## config.mk

```make
export PLATFORM = sky130hd
export DESIGN_NAME = mvm_result_collector
export DESIGN_NICKNAME = d
export VERILOG_FILES = /design/src/rtl/mvm_pkg.sv /design/src/rtl/mvm_sat_relu.sv /design/src/rtl/mvm_result_collector.sv
export SDC_FILE = /design/constraint.sdc
export NUM_CORES = 1
export LEC_CHECK = 0
export ABC_AREA = 1
export ABC_CLOCK_PERIOD_IN_PS = 3900
export BUFFER_PORTS_ARGS = -buffer_cell sky130_fd_sc_hd__buf_2
export CAP_MARGIN = 25
export CORE_ASPECT_RATIO = 0.7
export CORE_MARGIN = 4
export CORE_UTILIZATION = 60
export CTS_BUF_LIST = sky130_fd_sc_hd__clkbuf_2
export CTS_CLUSTER_SIZE = 8
export DETAILED_ROUTE_END_ITERATION = 16
export GPL_TIMING_DRIVEN = 0
export PLACE_DENSITY = 0.87
export SLEW_MARGIN = 25
export SYNTH_ARGS = -nofsm -noshare
export SYNTH_HDL_FRONTEND = slang
export SYNTH_SLANG_ARGS = --single-unit
```

## constraint.sdc

```tcl
create_clock -name clk -period 3.9 [get_ports clk]
set_input_delay 0.78 -clock clk [delete_from_list [all_inputs] [get_ports clk]]
set_output_delay 0.78 -clock clk [all_outputs]
set_load 0.05 [all_outputs]
```

## src/rtl/mvm_pkg.sv

```systemverilog
// Shared defaults, derived widths and the collector state type for the
// mvm_result_collector slice.
package mvm_pkg;

  localparam int K_DEF = 8;
  localparam int B_DEF = 12;
  localparam int IDX_W = $clog2(K_DEF);

  typedef enum logic [1:0] {
    IDLE    = 2'd0,
    CAPTURE = 2'd1,
    DRAIN   = 2'd2
  } coll_state_t;

endpackage

```

## src/rtl/mvm_sat_relu.sv

```systemverilog
// Combinational result conditioning: optional ReLU, then signed saturation of
// a 2*B-bit MVM word down to OUT_W bits with a clip flag.
module mvm_sat_relu #(
  parameter int B     = 12,
  parameter int OUT_W = 16,
  parameter int RELU  = 0
) (
  input  logic [2*B-1:0]   din,
  output logic [OUT_W-1:0] dout,
  output logic             sat
);

  localparam int IW = 2 * B;

  logic signed [IW-1:0] r;

  always_comb begin
    r = $signed(din);
    if (RELU != 0 && din[IW-1]) r = '0;
  end

  generate
    if (OUT_W >= IW) begin : g_wide
      // Output is at least as wide as the input: plain sign extension.
      always_comb begin
        dout = OUT_W'(r);
        sat  = 1'b0;
      end
    end else begin : g_narrow
      localparam logic signed [IW-1:0] MAX_V = {{(IW-OUT_W+1){1'b0}}, {(OUT_W-1){1'b1}}};
      localparam logic signed [IW-1:0] MIN_V = {{(IW-OUT_W+1){1'b1}}, {(OUT_W-1){1'b0}}};
      always_comb begin
        dout = r[OUT_W-1:0];
        sat  = 1'b0;
        if (r > MAX_V) begin
          dout = MAX_V[OUT_W-1:0];
          sat  = 1'b1;
        end else if (r < MIN_V) begin
          dout = MIN_V[OUT_W-1:0];
          sat  = 1'b1;
        end
      end
    end
  endgenerate

endmodule

```

## src/rtl/mvm_result_collector.sv

```systemverilog
// Captures one K-word MVM result frame after a done rise, conditions each word
// and drains the frame over a valid/ready stream.
module mvm_result_collector
  import mvm_pkg::*;
#(
  parameter int K     = K_DEF,
  parameter int B     = B_DEF,
  parameter int OUT_W = 16,
  parameter int RELU  = 0
) (
  input  logic                 clk,
  input  logic                 reset,
  input  logic                 done,
  input  logic [2*B-1:0]       data_in,
  output logic                 out_valid,
  input  logic                 out_ready,
  output logic [OUT_W-1:0]     out_data,
  output logic [$clog2(K)-1:0] out_idx,
  output logic                 out_last,
  output logic                 out_sat,
  output logic                 busy,
  output logic                 overrun,
  output logic [15:0]          frame_count
);

  // Stream handshake: a word transfers on a rising edge where out_valid and
  // out_ready are both high; while out_valid is high and out_ready low every
  // out_* signal holds; out_ready is ignored while out_valid is low.

  localparam int                IW       = $clog2(K);
  localparam logic [IW-1:0]     LAST_IDX = IW'(K - 1);

  coll_state_t      state_q, state_d;
  logic             done_q;
  logic [IW-1:0]    idx_q, idx_d;
  logic [IW-1:0]    rd_q, rd_d;
  logic             overrun_q, overrun_d;
  logic [15:0]      frame_count_q, frame_count_d;
  logic             rise, cap_en;
  logic [OUT_W-1:0] proc_data;
  logic             proc_sat;
  logic [OUT_W-1:0] buf_q [K];
  logic [K-1:0]     sat_q;

  mvm_sat_relu #(.B(B), .OUT_W(OUT_W), .RELU(RELU)) u_sat_relu (
    .din  (data_in),
    .dout (proc_data),
    .sat  (proc_sat)
  );

  assign rise = done & ~done_q;

  always_comb begin
    state_d       = state_q;
    idx_d         = idx_q;
    rd_d          = rd_q;
    overrun_d     = overrun_q;
    frame_count_d = frame_count_q;
    cap_en        = 1'b0;
    case (state_q)
      IDLE: begin
        if (rise) begin
          state_d = CAPTURE;
          idx_d   = '0;
        end
      end
      CAPTURE: begin
        cap_en = 1'b1;
        if (rise) overrun_d = 1'b1;
        idx_d = idx_q + 1'b1;
        if (idx_q == LAST_IDX) begin
          state_d = DRAIN;
          idx_d   = '0;
          rd_d    = '0;
        end
      end
      DRAIN: begin
        // A rise here, including on the final transfer edge, never starts a capture.
        if (rise) overrun_d = 1'b1;
        if (out_ready) begin
          rd_d = rd_q + 1'b1;
          if (rd_q == LAST_IDX) begin
            state_d       = IDLE;
            rd_d          = '0;
            frame_count_d = frame_count_q + 16'd1;
          end
        end
      end
      default: state_d = IDLE;
    endcase
  end

  always_ff @(posedge clk or posedge reset) begin
    if (reset) begin
      state_q       <= IDLE;
      done_q        <= 1'b0;
      idx_q         <= '0;
      rd_q          <= '0;
      overrun_q     <= 1'b0;
      frame_count_q <= '0;
    end else begin
      state_q       <= state_d;
      done_q        <= done;
      idx_q         <= idx_d;
      rd_q          <= rd_d;
      overrun_q     <= overrun_d;
      frame_count_q <= frame_count_d;
    end
  end

  // Frame storage needs no reset: it is only observed in DRAIN, after a full capture.
  always_ff @(posedge clk) begin
    if (cap_en) begin
      buf_q[idx_q] <= proc_data;
      sat_q[idx_q] <= proc_sat;
    end
  end

  always_comb begin
    out_valid = (state_q == DRAIN);
    out_data  = out_valid ? buf_q[rd_q] : '0;
    out_idx   = out_valid ? rd_q : '0;
    out_sat   = out_valid ? sat_q[rd_q] : 1'b0;
    out_last  = out_valid && (rd_q == LAST_IDX);
  end

  assign busy        = (state_q != IDLE);
  assign overrun     = overrun_q;
  assign frame_count = frame_count_q;

endmodule
```

# == Yosys cells after proc, flatten, opt, wreduce, memory -nomap -nowiden ==
# Memories as Yosys holds them, arrays and structs flattened.
# Index checks and enable logic that the tools add are counted.
# totals
regBits,34
ram_bits,128
input_bits,28
out_inout_bits,40
word_cells,65
mem_count,1
# memory_table
name,depth,word_bits,rd,rd_ports_with_merged_regs,wr,line_no,rtl
buf_q,8,16,1,0,1,mvm_result_collector.sv:42,logic [OUT_W-1:0] buf_q [K];
# classes
addsub,3
n_lt_le_gt_ge,5
n_eq_ne,8
muxes,27
bitwise,2
reduce_logical,12
# ops
op,n
two-way mux 16 bit,3
greater-than comparator 24 x 16 -> 1 bit (second input constant),1
less-than comparator 24 x 16 -> 1 bit (second input constant),1
two-way mux 3 bit,6
adder 16 x 1 -> 16 bit (second input constant),1
case mux 3 bit (2 select lines),2
bitwise mux 8 bit,1
less-than comparator 3 x 4 -> 1 bit (second input constant),2
two-way mux 1 bit,8
two-way mux 2 bit,4
adder 3 x 1 -> 3 bit (second input constant),2
== test 3 bit (second input constant),2
case mux 2 bit (3 select lines),1
AND reduction 3 bit,2
nonzero test 2 bit,3
!= test 2 x 1 -> 1 bit (second input constant),2
!= test 2 bit (second input constant),2
AND reduction 2 bit,2
AND reduction 4 bit,1
binary-select mux 1 bit (select 3 bit),1
demux 1 bit (select 3 bit),1
greater-or-equal comparator 3 x 1 -> 1 bit (second input constant),1
== test 2 x 1 -> 1 bit (second input constant),1
== test 2 bit (second input constant),1
other kinds (5),6

# == Longest topological paths before layout ==
# depth
word_depth,5
mapped_depth,11
mapped_depth_nobuf,10

# == Cells and area by module ==
# From an unflattened synthesis, not the netlist that was laid out.
# unflattened
cells_unflattened,613
area_unflattened_um2,6945.4
# by_module_without_submodules
mod,n_inst,cells_per_inst,area_per_inst_um2
mvm_result_collector,1,564,6721.4
mvm_sat_relu,1,49,224.0

# == Least setup slack after synthesis ==
# OpenSTA, ideal clock, no wires.
# synth_path
path_type,flip-flop to output port
start,register state_q[0]
end,output out_data[10]
arrival_time_ps,2122
setup_slack_ps,998
path_stages_with_launch,9
cell_sequence,dfrtp_1 inv_1 ha_1 buf_6 nand2_1 clkinv_1 buf_2 nand2_1 nand2_1
# synth_between
elab_chain_cells,2
# synth_lines
element,line_no,rtl
start: declaration,mvm_result_collector.sv:33,"coll_state_t state_q, state_d;"
start signal: assignment,mvm_result_collector.sv:102,state_q <= state_d;
== test 2 bit,mvm_result_collector.sv:120,out_valid = (state_q == DRAIN);
named net out_valid,mvm_result_collector.sv:15,"output logic out_valid,"
two-way mux 16 bit,mvm_result_collector.sv:121,out_data = out_valid ? buf_q[rd_q] : '0;
end: declaration,mvm_result_collector.sv:17,"output logic [OUT_W-1:0] out_data,"
# The timed path passes the listed nets, and every way through them passes these cells.

# == Worst setup path after layout ==
# layout_path
start,register state_q[0]
end,output out_data[7]
# layout_between
elab_chain_cells,2
# layout_lines
element,line_no
== test 2 bit,mvm_result_collector.sv:120
two-way mux 16 bit,mvm_result_collector.sv:121
# No other way between the ends.

==> flow_summary.ini <==
[outcome]
status = finished clean

[clock_tree]
cts_buffers = 17
cts_setup_buffers = 0
clkSlewWorstSetupHoldPaths_ps = 220
root_buffer = clkbuf_2
h-tree-depth = 4
cts-hold-fix-buffers = 0
clkSinkCount = 162
clk_path_buf_depth = 2
clkLatencyLatePin_ps = 710
cts_resized = 0
cts_tree = yes

[critical_path]
r2r_setup_slack_ps = 1610
critical_path_class = register to primary output
crit_buf_inv = 5
end_kind = primary output
critical_path_depth = 9
slowest_delay_ps = 450
crit_chain = inv_1, ha_1, buf_6, inv_1, nor2_2, buf_4, nand2_1, nand2_1, buf_2
r2r-start = state_q[1]$_DFFE_PP0P_
critical-path-top-delay-family = buffers and inverters
critPathLaunch = state_q[0]$_DFFE_PP0P_
cp-start-kind = register
endpoint = out_data[7]
r2r-end = buf_q[4][14]$_DFFE_PP_
slowest_stage = dfrtp_1
worstPathRequired_ps = 3120
cp.arrival_ps = 2770
reg2regPathDepth = 6
crit_fanout = 10

[detailed_routing]
vias_per_cell = 5.81
drt_iter0_markers = 695
firstDrtPassIters = 5
finalWirelength_mm = 16.4
post_drt_wl_per_cell_um = 18.9
ant_nets = 0
routed-via-count = 5042
drc = 0

[grt]
overflow = 0
grt_antenna_before_repair = 0
grt_max_degree = 27
track_usage = 0.259
grt_pass1_wl_mm = 25.7
first_global_vias = 5007

[logic_synthesis]
synthTopCellsByArea = edfxtp_1 60%, dfrtp_1 9.5%, nand2_1 6.9%
ys_types = 29
synth_area_per_cell_um2 = 11.3
syn-num-nets = 645
dominantRegCellSynth = edfxtp_1
ys_seq_elements = 162
ys_seq_area_frac = 0.690
yosysWarnings = 0
synth_edf_count = 136
synth_top_area_share = 0.596
syn-cell-area_um2 = 6860
yosys.area.top_type = edfxtp_1
synthCells = 608
synthArstFlopShare = 0.160

[timing]
rsz0062_at_grt = false
finalSetupViolations = 0
fmax_mhz = 281
finalCritPeriodShare = 0.911
final-hold-violation-count = 0
max-slew-margin-rel = 0.567
skew_ps = 21.8
finalMaxSlewViolations = 0
setup_tns_ps = 0
worstMarginPinSlew_ps = 648
period_minus_slack_ps = 3550

[place]
dp_cells = 836
dp_hpwl_mm = 11.4
io_buffers = 67
place_congestion = 0.842

[final_layout]
nets = 739
syn_to_final_growth_pct = 13.3
drive_gt1_frac = 0.206
post-route-util = 0.700
layout.cells.non_filler = 868
antenna_cells = 0

[pwr]
leakage_uw = 0.00312
ir_drop_v = 0.000314
power-per-cell-area_nw_per_um2 = 583

[floorplan]
boundaryPins = 68
start_util = 0.618
fp.dieW_um = 136
die_h_um = 97.4
core_area_um2 = 11100
num_rows = 32
die-area_um2 = 13200

[worst_hold_path]
hold_path.class = primary input to async pin

[job]
cap_violations = 0
layout by cell type (no fill, tap or decap), types with 2 or more instances in the layout:
master / instances
edfxtp_1: 136
nand2_1: 126
buf_2: 84
nor2_1: 82
o21ai_0: 66
o22ai_1: 34
inv_1: 33
dfrtp_1: 26
clkbuf_2: 17
nor2_2: 12
o21ai_1: 11
nand3_1: 10
ha_1: 9
nand4_1: 8
clkbuf_1: 7
buf_8: 6
xor2_1: 5
xnor2_1: 5
clkinvlp_4: 5
clkinv_1: 4
buf_6: 3
nor3_1: 3
buf_4: 3
inv_2: 3
bufinv_16: 3
nor2_4: 2
nand2_2: 2
clkinv_2: 2
where the power goes:
group          switching [uW]  internal (uW)  total [uW]
sequential               64.0           2070        2130
combinational            1080            383        1470
clock                     583            350         932
total                    1730           2800        4530
through the flow:
step,total power (uW),setup WS [ps],cell area (um^2),hold WS (ps)
2_1_floorplan,3130,998,6860,478
3_3_place_gp,3480,1150,7380,444
3_5_place_dp,3600,1140,7520,453
4_1_cts,4500,315,7770,134
5_1_grt,4730,153,7770,91.3
6_report,4530,345,7770,88.2
area by class of cell:
cell class | instances | area (um^2)
flip-flops and latches | 162 | 4730
fillers | 774 | 3320
multi-input cells | 381 | 1860
repair buffers | 75 | 448
well taps | 153 | 191
clock inverters | 15 | 166
plain buffers | 28 | 145
inverters | 37 | 139
clock buffers | 17 | 85.1
Yosys cell counts, types with 2 or more instances:
library cell  number
buf_2             17
buf_4              3
clkbuf_1           7
dfrtp_1           26
edfxtp_1         136
ha_1               9
inv_1             34
inv_2              2
nand2_1          126
nand2_2            2
nand3_1           10
nand4_1            8
nor2_1            90
nor2_2             4
nor2_4             2
nor3_1             3
o21ai_0           66
o21ai_1           11
o22ai_1           34
xnor2_1            5
xor2_1             5
how the worst min path moves through the flow:
stage | start | endpoint | slack, ps | depth (start not counted)
global route | reset | overrun$_DFFE_PP0P_ | 90 | 2
global placement | overrun$_DFFE_PP0P_ | overrun$_DFFE_PP0P_ | 440 | 1
floorplan | state_q[1]$_DFFE_PP0P_ | state_q[1]$_DFFE_PP0P_ | 480 | 2
finish | reset | idx_q[2]$_DFFE_PP0P_ | 90 | 2
CTS | done | done_q$_DFF_PP0_ | 130 | 1
detailed placement | overrun$_DFFE_PP0P_ | overrun$_DFFE_PP0P_ | 450 | 1
per-layer routing:
| metal | global-route usage | vias to the layer above | share of wire |
|---|---|---|---|
| li1 | - | 2296 | - |
| met5 | 0 | - | 0 |
| met2 | 0.403 | 331 | 0.48 |
| met3 | 0.0585 | 42 | 0.12 |
| met1 | 0.355 | 2373 | 0.38 |
| met4 | 0.105 | 0 | 0.025 |
cells by family after synthesis:
| family | count (synthesis) | share of synthesized area |
|---|---|---|
| xor+xnor | 10 | 0.0128 |
| flops | 162 | 0.690 |
| compound gates | 116 | 0.0927 |
| fa+ha+maj | 9 | 0.0164 |
| simple gates | 246 | 0.146 |
| buf+inv | 65 | 0.0414 |
flip-flops by register name, indices dropped and copies added, names as in the netlist:
signal / flops
idx_q: 3
sat_q: 8
frame_count: 16
state_q: 2
overrun: 1
done_q: 1
rd_q: 3
buf_q: 128
(Power assumes the default switching activity.)
